==> src/rtl/ram_port_ctrl_pkg.sv <==
// Shared types and default sizing for the row-select RAM port controller.
package ram_port_ctrl_pkg;

    localparam int DEF_DATA_W = 11;
    localparam int DEF_ROWS   = 16;
    localparam int DEF_ADDR_W = 4;

    typedef enum logic [2:0] {
        LOAD,
        LWR,
        IDLE,
        RD,
        WR
    } state_e;

endpackage

==> src/rtl/ram_port_ctrl_row_decoder.sv <==
// Row decoder: binary address plus enable to a one-hot row select.
// Addresses at or beyond ROWS decode to an all-zero vector.
module ram_port_ctrl_row_decoder
    import ram_port_ctrl_pkg::*;
#(
    parameter int ADDR_W = DEF_ADDR_W,
    parameter int ROWS   = DEF_ROWS
) (
    input  logic [ADDR_W-1:0] addr,
    input  logic              en,
    output logic [ROWS-1:0]   sel
);

    always_comb begin
        sel = '0;
        for (int i = 0; i < ROWS; i++) begin
            if (en && (addr == ADDR_W'(i))) begin
                sel[i] = 1'b1;
            end
        end
    end

endmodule

==> src/rtl/ram_port_ctrl.sv <==
// Sequencing controller for the row-select RAM: boot-loads rows, then serves CPU
// read/write requests. Boot loading is compiled in by RAM_PORT_CTRL_BOOTLOAD_EN.
module ram_port_ctrl
    import ram_port_ctrl_pkg::*;
#(
    parameter int DATA_W = DEF_DATA_W,
    parameter int ROWS   = DEF_ROWS,
    parameter int ADDR_W = DEF_ADDR_W
) (
    input  logic              clk,
    input  logic              reset,
    input  logic              req_valid,
    output logic              req_ready,
    input  logic              req_write,
    input  logic [ADDR_W-1:0] req_addr_a,
    input  logic [ADDR_W-1:0] req_addr_b,
    input  logic [DATA_W-1:0] req_wdata,
    output logic              rsp_valid,
    output logic [DATA_W-1:0] rsp_data_a,
    output logic [DATA_W-1:0] rsp_data_b,
    input  logic              load_valid,
    output logic              load_ready,
    input  logic [DATA_W-1:0] load_data,
    input  logic              load_last,
    output logic              load_done,
    output logic [DATA_W-1:0] ram_write_data,
    output logic [ROWS-1:0]   ram_write_select,
    output logic [ROWS-1:0]   ram_read_select_1,
    output logic [ROWS-1:0]   ram_read_select_2,
    input  logic [DATA_W-1:0] ram_read_data_1,
    input  logic [DATA_W-1:0] ram_read_data_2
);

    state_e            state_q, state_d;
    logic [ADDR_W-1:0] addr_a_q, addr_a_d;
    logic [ADDR_W-1:0] addr_b_q, addr_b_d;
    logic [DATA_W-1:0] wdata_q, wdata_d;
    logic              rsp_valid_q, rsp_valid_d;
    logic [DATA_W-1:0] rsp_data_a_q, rsp_data_a_d;
    logic [DATA_W-1:0] rsp_data_b_q, rsp_data_b_d;
    logic              wr_en;
    logic [ADDR_W-1:0] wr_addr;

`ifdef RAM_PORT_CTRL_BOOTLOAD_EN
    localparam state_e RESET_STATE = LOAD;
    logic [ADDR_W-1:0] load_cnt_q, load_cnt_d;
    logic              load_last_q, load_last_d;
    logic              load_done_q, load_done_d;

    assign load_ready = (state_q == LOAD);
    assign load_done  = load_done_q;
    assign wr_en      = (state_q == WR) || (state_q == LWR);
    assign wr_addr    = (state_q == LWR) ? load_cnt_q : addr_a_q;
`else
    localparam state_e RESET_STATE = IDLE;
    logic unused_load;

    assign unused_load = ^{load_valid, load_last, load_data};
    assign load_ready  = 1'b0;
    assign load_done   = 1'b1;
    assign wr_en       = (state_q == WR);
    assign wr_addr     = addr_a_q;
`endif

    assign req_ready      = (state_q == IDLE);
    assign rsp_valid      = rsp_valid_q;
    assign rsp_data_a     = rsp_data_a_q;
    assign rsp_data_b     = rsp_data_b_q;
    assign ram_write_data = wdata_q;

    // Selects decode from registered state, so reset clears them without waiting for a clock.
    ram_port_ctrl_row_decoder #(.ADDR_W(ADDR_W), .ROWS(ROWS)) u_dec_wr (
        .addr(wr_addr), .en(wr_en), .sel(ram_write_select)
    );
    ram_port_ctrl_row_decoder #(.ADDR_W(ADDR_W), .ROWS(ROWS)) u_dec_rd1 (
        .addr(addr_a_q), .en(state_q == RD), .sel(ram_read_select_1)
    );
    ram_port_ctrl_row_decoder #(.ADDR_W(ADDR_W), .ROWS(ROWS)) u_dec_rd2 (
        .addr(addr_b_q), .en(state_q == RD), .sel(ram_read_select_2)
    );

    always_comb begin
        state_d      = state_q;
        addr_a_d     = addr_a_q;
        addr_b_d     = addr_b_q;
        wdata_d      = wdata_q;
        rsp_valid_d  = 1'b0;
        rsp_data_a_d = rsp_data_a_q;
        rsp_data_b_d = rsp_data_b_q;
`ifdef RAM_PORT_CTRL_BOOTLOAD_EN
        load_cnt_d   = load_cnt_q;
        load_last_d  = load_last_q;
        load_done_d  = load_done_q;
`endif
        case (state_q)
`ifdef RAM_PORT_CTRL_BOOTLOAD_EN
            LOAD: begin
                if (load_valid) begin
                    wdata_d     = load_data;
                    load_last_d = load_last;
                    state_d     = LWR;
                end
            end
            LWR: begin
                if (load_last_q || (load_cnt_q == ADDR_W'(ROWS - 1))) begin
                    load_done_d = 1'b1;
                    load_cnt_d  = '0;
                    state_d     = IDLE;
                end else begin
                    load_cnt_d  = load_cnt_q + ADDR_W'(1);
                    state_d     = LOAD;
                end
            end
`endif
            IDLE: begin
                if (req_valid) begin
                    addr_a_d = req_addr_a;
                    addr_b_d = req_addr_b;
                    if (req_write) begin
                        wdata_d = req_wdata;
                        state_d = WR;
                    end else begin
                        state_d = RD;
                    end
                end
            end
            RD: begin
                // An out-of-range port has no select, so its data bus is meaningless: force 0.
                rsp_valid_d  = 1'b1;
                rsp_data_a_d = (|ram_read_select_1) ? ram_read_data_1 : '0;
                rsp_data_b_d = (|ram_read_select_2) ? ram_read_data_2 : '0;
                state_d      = IDLE;
            end
            WR:      state_d = IDLE;
            default: state_d = IDLE;
        endcase
    end

    always_ff @(posedge clk or negedge reset) begin
        if (!reset) begin
            state_q      <= RESET_STATE;
            addr_a_q     <= '0;
            addr_b_q     <= '0;
            wdata_q      <= '0;
            rsp_valid_q  <= 1'b0;
            rsp_data_a_q <= '0;
            rsp_data_b_q <= '0;
`ifdef RAM_PORT_CTRL_BOOTLOAD_EN
            load_cnt_q   <= '0;
            load_last_q  <= 1'b0;
            load_done_q  <= 1'b0;
`endif
        end else begin
            state_q      <= state_d;
            addr_a_q     <= addr_a_d;
            addr_b_q     <= addr_b_d;
            wdata_q      <= wdata_d;
            rsp_valid_q  <= rsp_valid_d;
            rsp_data_a_q <= rsp_data_a_d;
            rsp_data_b_q <= rsp_data_b_d;
`ifdef RAM_PORT_CTRL_BOOTLOAD_EN
            load_cnt_q   <= load_cnt_d;
            load_last_q  <= load_last_d;
            load_done_q  <= load_done_d;
`endif
        end
    end

endmodule
==> config.mk <==
export PLATFORM = sky130hd
export DESIGN_NAME = ram_port_ctrl
export DESIGN_NICKNAME = d
export VERILOG_FILES = /design/src/rtl/ram_port_ctrl_pkg.sv /design/src/rtl/ram_port_ctrl_row_decoder.sv /design/src/rtl/ram_port_ctrl.sv
export SDC_FILE = /design/constraint.sdc
export NUM_CORES = 1
export LEC_CHECK = 0
export CAP_MARGIN = 20
export CELL_PAD_IN_SITES_DETAIL_PLACEMENT = 1
export CELL_PAD_IN_SITES_GLOBAL_PLACEMENT = 1
export CORE_ASPECT_RATIO = 0.9
export CORE_UTILIZATION = 27
export CTS_CLUSTER_DIAMETER = 120
export DETAILED_ROUTE_END_ITERATION = 16
export GPL_TIMING_DRIVEN = 1
export PLACE_DENSITY_LB_ADDON = 0.1
export SLEW_MARGIN = 10
export SYNTH_ARGS = -nofsm -noshare
export SYNTH_HDL_FRONTEND = slang
export SYNTH_SLANG_ARGS = --single-unit
==> constraint.sdc <==
create_clock -name clk -period 4.7 [get_ports clk]
set_clock_uncertainty 0.15 [all_clocks]
set_input_delay 0.47 -clock clk [delete_from_list [all_inputs] [get_ports clk]]
set_output_delay 0.47 -clock clk [all_outputs]
set_load 0.03 [all_outputs]
# Word-level counts from Yosys, hierarchy flattened
# Cells that the tools add are included.
dict set report classes {
  n_shift 0
  n_bitwise 0
  n_addsub 0
  n_lt_le_gt_ge 0
  mul 0
  muxes 54
  n_div 0
  n_eq_ne 34
  reduce_logical 54
}
# op count
set ops {}
lappend ops {{$eq A4 B4 Y1 const B} 16}
lappend ops {{$mux W1} 49}
lappend ops {{$logic_and A1 B1 Y1} 48}
lappend ops {{$eq A4 B3 Y1 const B} 8}
lappend ops {{$reduce_or A16 Y1} 2}
lappend ops {{$mux W11} 2}
lappend ops {{$eq A4 B2 Y1 const B} 4}
lappend ops {{$mux W3} 3}
lappend ops {{$eq A4 B1 Y1 const B} 2}
lappend ops {{$logic_not A4 Y1} 2}
lappend ops {{$eq A3 B2 Y1 const B} 2}
lappend ops {{$eq A3 B3 Y1 const B} 1}
lappend ops {{$reduce_and A3 Y1} 1}
lappend ops {{$ne A2 B2 Y1 const B} 1}
lappend ops {{$reduce_and A2 Y1} 1}
dict set report word_totals {
  latchBits 0
  mem_count 0
  register_bits 45
  mem_bits_ro 0
  output_inout_bits 85
  elab_cells 149
  mem_bits_rw 0
}

# Logic depth before layout (Yosys ltp)
dict set report depth {
  word_depth 5
  depth_mapped 5
  mapped_depth_nobuf 3
}

# Cells and area by module
# From an unflattened synthesis, not the netlist that was laid out.
dict set report hier_totals {
  cells_unflattened 229
  hier_area_um2 2197.1
}
# module seq_area_each_um2 n_inst cells_per_inst area_per_inst_um2
set modules_own_cells {}
lappend modules_own_cells {ram_port_ctrl 1127.3 1 160 1844.3}
lappend modules_own_cells {ram_port_ctrl_row_decoder 0.0 3 23 117.6}

# Least setup slack after synthesis
# No wires, ideal clock.
dict set report synth_path {
  path_type {register to output}
  from {register state_q[1]}
  to {output ram_read_select_2[1]}
  arrival_ns 1.782
  t_required_ns 4.080
  slack_ns 2.298
  path_buffers 2
  path_stages_with_launch 6
  cell_sequence {dfstp_2 -> and3b_2 -> buf_2 -> buf_2 -> nand3b_1 -> nor3_1}
}
dict set report synth_between {
  elab_chain_cells 3
}
# element line
set synth_rtl {}
lappend synth_rtl {{start: declaration} ram_port_ctrl.sv:34} ;# state_e state_q, state_d;
lappend synth_rtl {{start signal: assignment} ram_port_ctrl.sv:154} ;# state_q <= state_d;
lappend synth_rtl {{$eq A3 B2 Y1} ram_port_ctrl.sv:79} ;# .addr(addr_b_q), .en(state_q == RD), .sel(ram_read_select_2)
lappend synth_rtl {{$logic_and A1 B1 Y1} ram_port_ctrl_row_decoder.sv:17} ;# if (en && (addr == ADDR_W'(i))) begin
lappend synth_rtl {{$mux W1} ram_port_ctrl_row_decoder.sv:17}
lappend synth_rtl {{end: declaration} ram_port_ctrl.sv:29} ;# output logic [ROWS-1:0] ram_read_select_2,
# No other way between the ends.

# Worst setup path after layout
dict set report layout_path {
  from {register state_q[1]}
  to {output ram_read_select_2[3]}
}
# The elaborated chain is that of the path after synthesis.

==> reports/metrics.yaml <==
timing:
  rsz0062_at_grt: "no"
  slew_headroom: 0.530
  finalCriticalPeriod_ns: 3.36
  hold_viol_final: 0
  fmax_mhz: 297
  worst_slack_ns: 1.34
  period_share: 0.715
  setup_violations: 0
  slew_viol_final: 0
  fin_tns_setup_ns: 0
  max_slew.worst_pin.slew_ns: 0.706
clock_network:
  cts_resized: 0
  cts_made_buffers: 5
  cts_tree: "done"
  clk_pin_slew_worst_paths_ns: 0.08
  clock_sinks: 45
  clock_latency_ns: 0.29
  cts_max_path_buffers: 2
  ctsHtreeMaxLevel: 2
  root_buffer: "clkbuf_8"
worst_setup_path:
  critPathKind: "register to primary output"
  worst_ep_required_time_ns: 4.08
  critPathMaxFanout: 31
  cp_cell_sequence: "and3b_2, nand3_1, nor3_1, clkdlybuf4s50_1"
  max_stage_delay_ns: 0.71
  cp-start-kind: "register"
  endpoint_kind: "primary output"
  path_delay_family: "simple AND/OR/NAND/NOR gates"
  critPathArrivalTime_ns: 2.74
  slowest_stage: "clkdlybuf4s50_1"
  regToRegSetupSlack_ns: 2.76
  crit_buf_inv: 1
drt:
  drtIter0Drc: 44
  num_vias: 1764
  first_pass_iters: 4
  ant_nets: 0
  routedWlPerCell_um: 14.5
  totalWireLength_um: 5760
  vias_per_cell: 4.45
  drc: 0
place:
  post-place-ws_ns: 1.65
  place_hpwl_um: 4370
  gp_congestion: 0.753
  io_buffers: 127
yosys:
  synth_ff_type: "dfrtp_1"
  yosys.cell_types.count: 23
  synth_top_area_share: 0.534
  ys_seq_area_frac: 0.547
  synth_nets: 235
  postSynthAreaPerCell_um2: 11.6
  synth_seq_cells: 45
  synthTopCellsByCount: "nor2_1, dfrtp_1, mux2_2"
  syn_area_um2: 2060
  synth_edf_count: 0
  yosysWarnings: 0
  ys_top_cells_by_area: "dfrtp_1, mux2_2, nor2_1, mux2_4, nand3b_1"
  async_flop_share: 1.00
  synth_top_area_cell: "dfrtp_1"
  synth_most_common_cell: "nor2_1"
  synthCells: 177
floorplanning:
  rows: 29
  die-area_um2: 7990
  die_x_um: 94.1
  core-area_um2: 7220
  ios: 143
  die_h_um: 84.9
  initial_utilization: 0.285
finish:
  fillCellCount: 790
  diodes: 0
  fin_nets: 360
  drive_gt1_frac: 0.178
  area_delta_synth_final_pct: 69.2
min_path:
  hold_path.class: "register to register"
grt:
  grt_pass1_wl_um: 9450
  grt_usage: 0.152
  grt_max_degree: 46
  grt_pass1_vias: 1821
  overflow: 0
  antenna_found_initial: 0
pwr:
  pwr-share-seq: 0.402
  p_sw_frac: 0.366
  power_frac_clock: 0.165
  leakage_nw: 1.39
  p_int_mw: 0.880
  vdd_ir_drop_max_mv: 0.199
  p_comb_frac: 0.433
  power_density_nw_per_um2: 398
  p_sw_mw: 0.507
  power.total_mw: 1.39
outcome:
  status: "complete, no violations"
flow_run:
  cap_violations: 0
## worst paths after layout
kind	start	end	cells after the start
max	state_q[1]	ram_read_select_2[3]	4
min	rsp_data_a[9]	rsp_data_a[9]	1
max reg2reg	state_q[1]	ram_write_data[6]	3
min reg2reg	rsp_data_a[9]	rsp_data_a[9]	1
max in group asynchronous	reset	rsp_valid	3
min in group asynchronous	reset	rsp_data_b[8]	2
## per-stage QoR
| stage | hold slack (ns) | utilization | cell area (µm²) | instances |
|---|---|---|---|---|
| 2_1_floorplan | 0.0244 | - | 2060 | 177 |
| 3_3_place_gp | 0.340 | 0.467 | 3370 | 386 |
| 3_5_place_dp | 0.342 | 0.467 | 3370 | 386 |
| 4_1_cts | 0.229 | 0.479 | 3460 | 394 |
| 5_1_grt | 0.380 | 0.483 | 3490 | 396 |
| 6_report | 0.364 | 0.483 | 3490 | 396 |
## sequential cells by signal, summed over array words and instances, names as in the netlist
signal	count
addr_b_q	4
rsp_data_b	11
addr_a_q	4
rsp_valid	1
state_q	3
rsp_data_a	11
ram_write_data	11
## area by class of cell
type	instances	area, µm²	share of cell area
Timing Repair Buffer	129	1300	0.372
Sequential cell	45	1130	0.323
Multi-Input combinational cell	120	861	0.247
Tap cell	93	116	0.0334
Clock buffer	6	72.6	0.0208
Clock inverter	2	10.0	0.00287
Inverter	1	3.75	0.00108
## power groups by stage
| stage | combinational [mW] | clock [mW] | sequential, mW |
|---|---|---|---|
| 6_report | 0.601 | 0.230 | 0.557 |
| 2_1_floorplan | 0.173 | 0 | 0.730 |
| 4_1_cts | 0.608 | 0.243 | 0.559 |
| 5_1_grt | 0.637 | 0.258 | 0.575 |
| 3_3_place_gp | 0.599 | 0 | 0.561 |
| 3_5_place_dp | 0.606 | 0 | 0.565 |
## routing by layer
layer,global-route usage,vias up,part of all wire
met3,0.0466,3,0.073
met2,0.240,64,0.48
met1,0.210,867,0.44
met5,0,-,0
met4,0.0210,0,0.0024
li1,-,830,-
## what timing repair did
| item | CTS | global route |
|---|---|---|
| hold buffers | 0 | 1 |
| setup buffers | 0 | 0 |
| endpoints found under the hold margin | 0 | 1 |
| endpoints found under the setup margin | 0 | 0 |
## cell families after synthesis
| kind of cell | Yosys count | share of synthesized area |
|---|---|---|
| buffers and inverters | 12 | 0.0352 |
| DFF | 45 | 0.547 |
| muxes | 41 | 0.239 |
| other | 2 | 0.00364 |
| and+or+nand+nor | 77 | 0.175 |
## cells in the final DEF, fill, tap and decap left out, drive strengths merged
cell and n:
nand2 6, clkdlybuf4s50 126, or2 1, dfrtp 44
nor3b 1, mux2 41, clkbuf 6, buf 2
nand3 4, dfstp 1, dlygate4sd3 1, conb 2
nand2b 4, nor3 5, nor2b 2, nand4 1
and3b 1, and4bb 1, inv 1, clkinv 2
nor2 47, nand3b 4
Note: power is estimated with default switching activity, not from simulation.
